<file path="src/rtl/fifo_drain_arbiter_pkg.sv">
// Shared definitions for the virtual-channel FIFO drain arbiter: FSM encoding,
// default geometry and the round-robin rotate-and-find-first search.
package fifo_drain_arbiter_pkg;

  localparam int DATA_W_DEF = 6;
  localparam int NUM_CH_DEF = 4;
  localparam int CH_W_DEF   = 2;

  typedef enum logic [1:0] {
    IDLE   = 2'd0,
    ACTIVE = 2'd1,
    DRAIN  = 2'd2
  } state_e;

  // First set bit of req[n-1:0] searching ptr, ptr+1, ... modulo n (n a power
  // of two, at most 32); -1 when nothing is requested.
  function automatic int rr_find_first(input logic [31:0] req, input int ptr, input int n);
    int hit;
    int idx;
    hit = -1;
    for (int k = 31; k >= 0; k--) begin
      if (k < n) begin
        idx = (ptr + k) & (n - 1);
        if (req[idx[4:0]]) hit = idx;
      end
    end
    return hit;
  endfunction

endpackage

</file>
<file path="src/rtl/fifo_drain_arbiter_if.sv">
// Bundle between the drain arbiter, the FIFO bank read side and the
// downstream consumer. The arbiter uses the master view.
interface fifo_drain_arbiter_if
  import fifo_drain_arbiter_pkg::*;
#(
  parameter int DATA_W = DATA_W_DEF,
  parameter int NUM_CH = NUM_CH_DEF,
  parameter int CH_W   = CH_W_DEF
);
  logic                     enable;
  logic [NUM_CH-1:0]        fifo_empty;
  logic [NUM_CH-1:0]        fifo_almost_empty;
  logic [NUM_CH*DATA_W-1:0] fifo_data;
  logic [NUM_CH-1:0]        dest_almost_full;
  logic [NUM_CH-1:0]        pop;
  logic [DATA_W-1:0]        data_out;
  logic                     valid_out;
  logic [CH_W-1:0]          ch_out;
  logic                     idle_out;

  modport master (
    input  enable, fifo_empty, fifo_almost_empty, fifo_data, dest_almost_full,
    output pop, data_out, valid_out, ch_out, idle_out
  );

  modport slave (
    output enable, fifo_empty, fifo_almost_empty, fifo_data, dest_almost_full,
    input  pop, data_out, valid_out, ch_out, idle_out
  );
endinterface

</file>
<file path="src/rtl/fifo_drain_arbiter_rr_grant.sv">
// Combinational round-robin grant: first eligible channel at or after rr_ptr,
// returned both one-hot and as an index.
module rr_grant
  import fifo_drain_arbiter_pkg::*;
#(
  parameter int NUM_CH = NUM_CH_DEF,
  parameter int CH_W   = CH_W_DEF
) (
  input  logic [NUM_CH-1:0] elig_i,
  input  logic [CH_W-1:0]   rr_ptr_i,
  output logic [NUM_CH-1:0] gnt_o,
  output logic [CH_W-1:0]   gnt_idx_o,
  output logic              any_o
);
  logic [31:0] req_ext;
  int          first;

  always_comb begin
    req_ext               = '0;
    req_ext[NUM_CH-1:0]   = elig_i;
    first                 = rr_find_first(req_ext, int'(rr_ptr_i), NUM_CH);
    any_o                 = (first >= 0);
    gnt_o                 = '0;
    gnt_idx_o             = '0;
    if (any_o) begin
      gnt_idx_o        = first[CH_W-1:0];
      gnt_o[gnt_idx_o] = 1'b1;
    end
  end
endmodule

</file>
<file path="src/rtl/fifo_drain_arbiter.sv">
// Read-side controller for the virtual-channel FIFO bank: picks one FIFO per
// cycle round-robin, and returns the popped word two cycles later with its channel.
module fifo_drain_arbiter
  import fifo_drain_arbiter_pkg::*;
#(
  parameter int DATA_W = DATA_W_DEF,
  parameter int NUM_CH = NUM_CH_DEF,
  parameter int CH_W   = CH_W_DEF
) (
  input  logic                 clk,
  input  logic                 reset,
  fifo_drain_arbiter_if.master bus
);
  state_e            state_q, state_d;
  logic [CH_W-1:0]   rr_ptr_q, rr_ptr_d;
  logic [NUM_CH-1:0] last_pop_q;
  logic [NUM_CH-1:0] cand, elig, gnt, pop_sel;
  logic [CH_W-1:0]   gnt_idx;
  logic              gnt_any;
  logic              pend_vld_p1_q;
  logic [CH_W-1:0]   pend_ch_p1_q;
  logic              vld_p2_q;
  logic [CH_W-1:0]   ch_p2_q;
  logic [DATA_W-1:0] data_p2_q;
  logic [DATA_W-1:0] rd_word;

  // The FIFO flags lag a pop by one cycle, so a channel popped last cycle that
  // now reads almost-empty may hold nothing more: hold it off for a cycle.
  assign cand = ~bus.fifo_empty & ~bus.dest_almost_full;
  assign elig = cand & ~(last_pop_q & bus.fifo_almost_empty);

  rr_grant #(.NUM_CH(NUM_CH), .CH_W(CH_W)) u_rr_grant (
    .elig_i    (elig),
    .rr_ptr_i  (rr_ptr_q),
    .gnt_o     (gnt),
    .gnt_idx_o (gnt_idx),
    .any_o     (gnt_any)
  );

  always_comb begin
    state_d = state_q;
    pop_sel = '0;
    case (state_q)
      IDLE: begin
        if (bus.enable && gnt_any) state_d = ACTIVE;
      end
      ACTIVE: begin
        if (!bus.enable) begin
          state_d = pend_vld_p1_q ? DRAIN : IDLE;
        end else begin
          pop_sel = gnt;
          // A one-cycle hold-off is not a reason to give up the ACTIVE state.
          if (!(|cand)) state_d = IDLE;
        end
      end
      DRAIN: begin
        if (!pend_vld_p1_q) state_d = IDLE;
      end
      default: state_d = IDLE;
    endcase
    if (reset) pop_sel = '0;
  end

  assign rr_ptr_d = (|pop_sel) ? gnt_idx + CH_W'(1) : rr_ptr_q;
  assign rd_word  = bus.fifo_data[pend_ch_p1_q*DATA_W +: DATA_W];

  always_ff @(posedge clk or posedge reset) begin
    if (reset) begin
      state_q       <= IDLE;
      rr_ptr_q      <= '0;
      last_pop_q    <= '0;
      pend_vld_p1_q <= 1'b0;
      pend_ch_p1_q  <= '0;
      vld_p2_q      <= 1'b0;
      ch_p2_q       <= '0;
      data_p2_q     <= '0;
    end else begin
      state_q    <= state_d;
      rr_ptr_q   <= rr_ptr_d;
      last_pop_q <= pop_sel;
      // Stage 1: pop issued, FIFO RAM read in flight
      pend_vld_p1_q <= |pop_sel;
      if (|pop_sel) pend_ch_p1_q <= gnt_idx;
      // Stage 2: capture the returned word
      vld_p2_q <= pend_vld_p1_q;
      if (pend_vld_p1_q) begin
        ch_p2_q   <= pend_ch_p1_q;
        data_p2_q <= rd_word;
      end
    end
  end

  assign bus.pop       = pop_sel;
  assign bus.data_out  = data_p2_q;
  assign bus.valid_out = vld_p2_q;
  assign bus.ch_out    = ch_p2_q;
  assign bus.idle_out  = !pend_vld_p1_q && (pop_sel == '0);
endmodule

</file>
<file path="src/flat_wrapper.sv">
// flat-port wrapper written by rule: the top's interface ports become plain ports
module fifo_drain_arbiter_flat import fifo_drain_arbiter_pkg::*;
#(
  parameter int DATA_W = DATA_W_DEF,
  parameter int NUM_CH = NUM_CH_DEF,
  parameter int CH_W   = CH_W_DEF
)
  (clk, reset, bus_enable, bus_fifo_empty, bus_fifo_almost_empty, bus_fifo_data, bus_dest_almost_full, bus_pop, bus_data_out, bus_valid_out, bus_ch_out, bus_idle_out);
  fifo_drain_arbiter_if #(.DATA_W(DATA_W), .NUM_CH(NUM_CH), .CH_W(CH_W)) bus_i ();
  input  logic clk;
  input  logic reset;
  input wire logic [$bits(bus_i.enable)-1:0] bus_enable;
  input wire logic [$bits(bus_i.fifo_empty)-1:0] bus_fifo_empty;
  input wire logic [$bits(bus_i.fifo_almost_empty)-1:0] bus_fifo_almost_empty;
  input wire logic [$bits(bus_i.fifo_data)-1:0] bus_fifo_data;
  input wire logic [$bits(bus_i.dest_almost_full)-1:0] bus_dest_almost_full;
  output wire logic [$bits(bus_i.pop)-1:0] bus_pop;
  output wire logic [$bits(bus_i.data_out)-1:0] bus_data_out;
  output wire logic [$bits(bus_i.valid_out)-1:0] bus_valid_out;
  output wire logic [$bits(bus_i.ch_out)-1:0] bus_ch_out;
  output wire logic [$bits(bus_i.idle_out)-1:0] bus_idle_out;
  assign bus_i.enable = bus_enable;
  assign bus_i.fifo_empty = bus_fifo_empty;
  assign bus_i.fifo_almost_empty = bus_fifo_almost_empty;
  assign bus_i.fifo_data = bus_fifo_data;
  assign bus_i.dest_almost_full = bus_dest_almost_full;
  assign bus_pop = bus_i.pop;
  assign bus_data_out = bus_i.data_out;
  assign bus_valid_out = bus_i.valid_out;
  assign bus_ch_out = bus_i.ch_out;
  assign bus_idle_out = bus_i.idle_out;
  fifo_drain_arbiter #(.DATA_W(DATA_W), .NUM_CH(NUM_CH), .CH_W(CH_W)) u_core (.clk(clk), .reset(reset), .bus(bus_i));
endmodule
</file>
<file path="config.mk">
export PLATFORM = sky130hd
export DESIGN_NAME = fifo_drain_arbiter_flat
export DESIGN_NICKNAME = d
export VERILOG_FILES = /design/src/rtl/fifo_drain_arbiter_pkg.sv /design/src/rtl/fifo_drain_arbiter_if.sv /design/src/rtl/fifo_drain_arbiter_rr_grant.sv /design/src/rtl/fifo_drain_arbiter.sv /design/src/flat_wrapper.sv
export SDC_FILE = /design/constraint.sdc
export NUM_CORES = 1
export LEC_CHECK = 0
export BUFFER_PORTS_ARGS = -buffer_cell sky130_fd_sc_hd__buf_2
export CAP_MARGIN = 20
export CORE_MARGIN = 1.5
export CORE_UTILIZATION = 25
export CTS_CLUSTER_SIZE = 25
export DETAILED_ROUTE_END_ITERATION = 8
export HOLD_SLACK_MARGIN = 0.05
export PLACE_DENSITY = 0.56
export SLEW_MARGIN = 20
export SYNTH_ARGS = -nofsm -noshare
export SYNTH_HDL_FRONTEND = slang
export SYNTH_SLANG_ARGS = --single-unit
</file>
<file path="constraint.sdc">
create_clock -name clk -period 2.45 [get_ports clk]
set_input_delay 0.49 -clock clk [delete_from_list [all_inputs] [get_ports clk]]
set_output_delay 0.49 -clock clk [all_outputs]
set_load 0.02 [all_outputs]
</file>
==> metrics.txt <==
status completed; final instance area 1570 µm²; clock skew 0.00442 ns; initial antenna violation count 0; Slew Limit Fails 0; Min Hold Slack about 0.40 ns; Max-Cap Viols 0; CTS clk-pin slew, worst paths 0.07 ns; mux share of post-synthesis cell area 21.4%; Total Wirelength between 2000 and 3000 µm; layout cells sized above 1 57.4%; final period utilization a little over nine tenths; Syn Nets 134; Min-Delay Path Class in2async; FMAX roughly 0.43 GHz; Placed Cells 195; number of remaining DRC errors 0; first-pass GRT wire length 4540 µm; Avg WL per Cell 13.7 µm; die height 71.4 µm; Detailed Routing Iterations Pass 1 4; Post-Synth Simple-Gate Area 12.8%; total CTS buffers 3; Synth warnings 0; core area 4410 µm²; critical path endpoint category output pin; ant diodes 0; Vias 959; Area Growth Syn to Fin 34.3%; Overflow after GRT 0; Fin Setup TNS 0 ns; H-tree depth 1; TritonCTS clock tree yes; area of placed instances 1480 µm²; Yosys reg bits 20; Clock Latency Late Sink 0.25 ns; post-synthesis xor/xnor area fraction 0%; register area share after synthesis 42.8%; Synth Area in Adders 0%; PD cells ~800 nW/µm²; Slew headroom between 40 and 50%; Port Buffers 52; IO Count 53; VDD IR max 324 µV; final core occ around 36%; post-synth top area cell dfrtp_1; DIE AREA 5100 µm²; final hold violations 0; die width 71.4 µm; clk buf depth 2; Critical Path Fanout Max 4; vias in the first global route roughly 1000; initial drt markers 56; RSZ-0062 raised after global routing no; pre-CTS WS 0.143 ns; Nets approximately 190; # rows 24; Total GRT Usage about 11%; post-synthesis compound-gate area fraction 19.9%; Leak roughly 0.71 nW; Data arrival, critical path roughly 1.8 ns; Worst Setup Start Kind flop; setup violators final 0; crit-path max cell delay 0.43 ns; Starting Density 26.5%; Critical Path Slowest Stage Cell dfrtp_1; Final GP Congestion 0.746; Mapped Area around 1200 µm²; WP buf/inv 1; clock root cell clkbuf_8; CP delay by family, top compound AO/OA/AOI/OAI gates; # clock sinks 20; top cells by area, synth dfrtp_1 43%, mux4_2 12%, mux2_2 7.7%; syn avg cell area 12.3 µm²; Pwr Total 1.26 mW; Post-DP HPWL approximately 2100 µm; Distinct cells, synth 32; Worst EP required 1.96 ns; cells along the critical path a2111oi_4, a21oi_2, o211ai_2, nor3b_4, buf_6; worst slew pin tran around 0.78 ns; Cells after Synth 95; Synth top area share 42.8%; Final WS setup 0.132 ns; largest family of logic cells by synthesized area multiplexers; Non-Filler Instances 200; minimum clock period between 2 and 2.5 ns; critical path type reg2out; largest net degree at the start of global routing 21; DRT antenna net count 0; Via density ~4.8
-- placed cells by master, fill, tap and decap left out, drive strengths merged, types with 3 or more instances in the layout --
master  Yosys  layout
mux2        9       9
o21ai       7       7
dfrtp      20      20
buf         2      54
clkbuf      2       3
a21oi       7       7
nor2b       3       3
a211oi      4       4
mux4        6       6
nor2       10      10
inv         5       5
-- state kept, by name, summed over array words and instances (netlist names) --
| signal | count |
|---|---|
| u_core.state_q | 2 |
| u_core.bus.valid_out | 1 |
| u_core.rr_ptr_q | 2 |
| u_core.pend_vld_p1_q | 1 |
| u_core.bus.ch_out | 2 |
| u_core.pend_ch_p1_q | 2 |
| u_core.bus.data_out | 6 |
| u_core.last_pop_q | 4 |
-- kinds of logic after synthesis --
| group | Yosys count |
|---|---|
| multiplexers | 16 |
| AND/OR/NAND/NOR | 22 |
| buffers and inverters | 9 |
| AO/OA/AOI/OAI | 28 |
| flip-flops | 20 |
-- worst reg2reg max path, delay by kind of cell, from the launching register on --
kind | cells | cell delay [ns]
multiplexers | 1 | 0.31
flip-flops | 1 | 0.42
AND/OR/NAND/NOR | 2 | 0.79
-- synthesized netlist by cell type --
cell / number
a2111oi_1: 1
a2111oi_2: 1
a211o_1: 2
a211oi_2: 1
a211oi_4: 3
a21o_1: 1
a21oi_1: 7
a31oi_1: 1
buf_2: 2
clkbuf_1: 2
dfrtp_1: 20
inv_1: 4
inv_2: 1
mux2_2: 8
mux2_4: 1
mux2i_1: 1
mux4_2: 6
nand2_1: 1
nor2_1: 9
nor2_8: 1
nor2b_1: 3
nor3_1: 2
nor3b_2: 1
nor4_1: 1
nor4_4: 1
o211ai_2: 1
o21ai_0: 4
o21ai_1: 3
o221ai_1: 1
o22ai_1: 2
or2_1: 2
or4_4: 1
-- repair_timing --
| action | CTS | global route |
|---|---|---|
| setup buffers | 0 | 2 |
| endpoints found under the hold margin | 0 | 0 |
| setup endpoints to repair | 0 | 2 |
| gates resized for setup | 0 | 7 |
| hold buffers | 0 | 0 |
-- per-layer routing --
metal,vias up,wire (µm),GRT usage [%]
met3,0,240,3.23
met1,454,1210,14.3
met5,-,0,0
met2,44,1280,18.4
met4,0,0,2.52
li1,461,-,-
-- where the power goes --
part           switching (mW)  leakage, nW  internal, mW
logic                   0.228        0.438         0.264
registers               0.123        0.251         0.430
clock network           0.103       0.0216         0.109
total                   0.454        0.711         0.803
-- cell type report --
cell class | instances | area [µm²]
inverters | 5 | 18.8
fillers | 453 | 2840
well taps | 52 | 65.1
multi-input cells | 66 | 663
flip-flops and latches | 20 | 502
clock buffers | 3 | 41.3
repair buffers | 54 | 282
-- worst paths after layout --
| kind | from | endpoint | slack [ns] | cells after the start |
|---|---|---|---|---|
| max | u_core.last_pop_q[0] | bus_pop[0] | 0.13 | 5 |
| min | reset | u_core.bus.data_out[4] | 0.40 | 2 |
| max reg2reg | u_core.state_q[1] | u_core.rr_ptr_q[0] | 0.81 | 3 |
| min reg2reg | u_core.state_q[1] | u_core.state_q[0] | 0.50 | 1 |
| max in group asynchronous | reset | u_core.rr_ptr_q[0] | 1.51 | 2 |
| min in group clk | bus_enable | u_core.state_q[0] | 0.49 | 3 |
(Power assumes the default switching activity.)
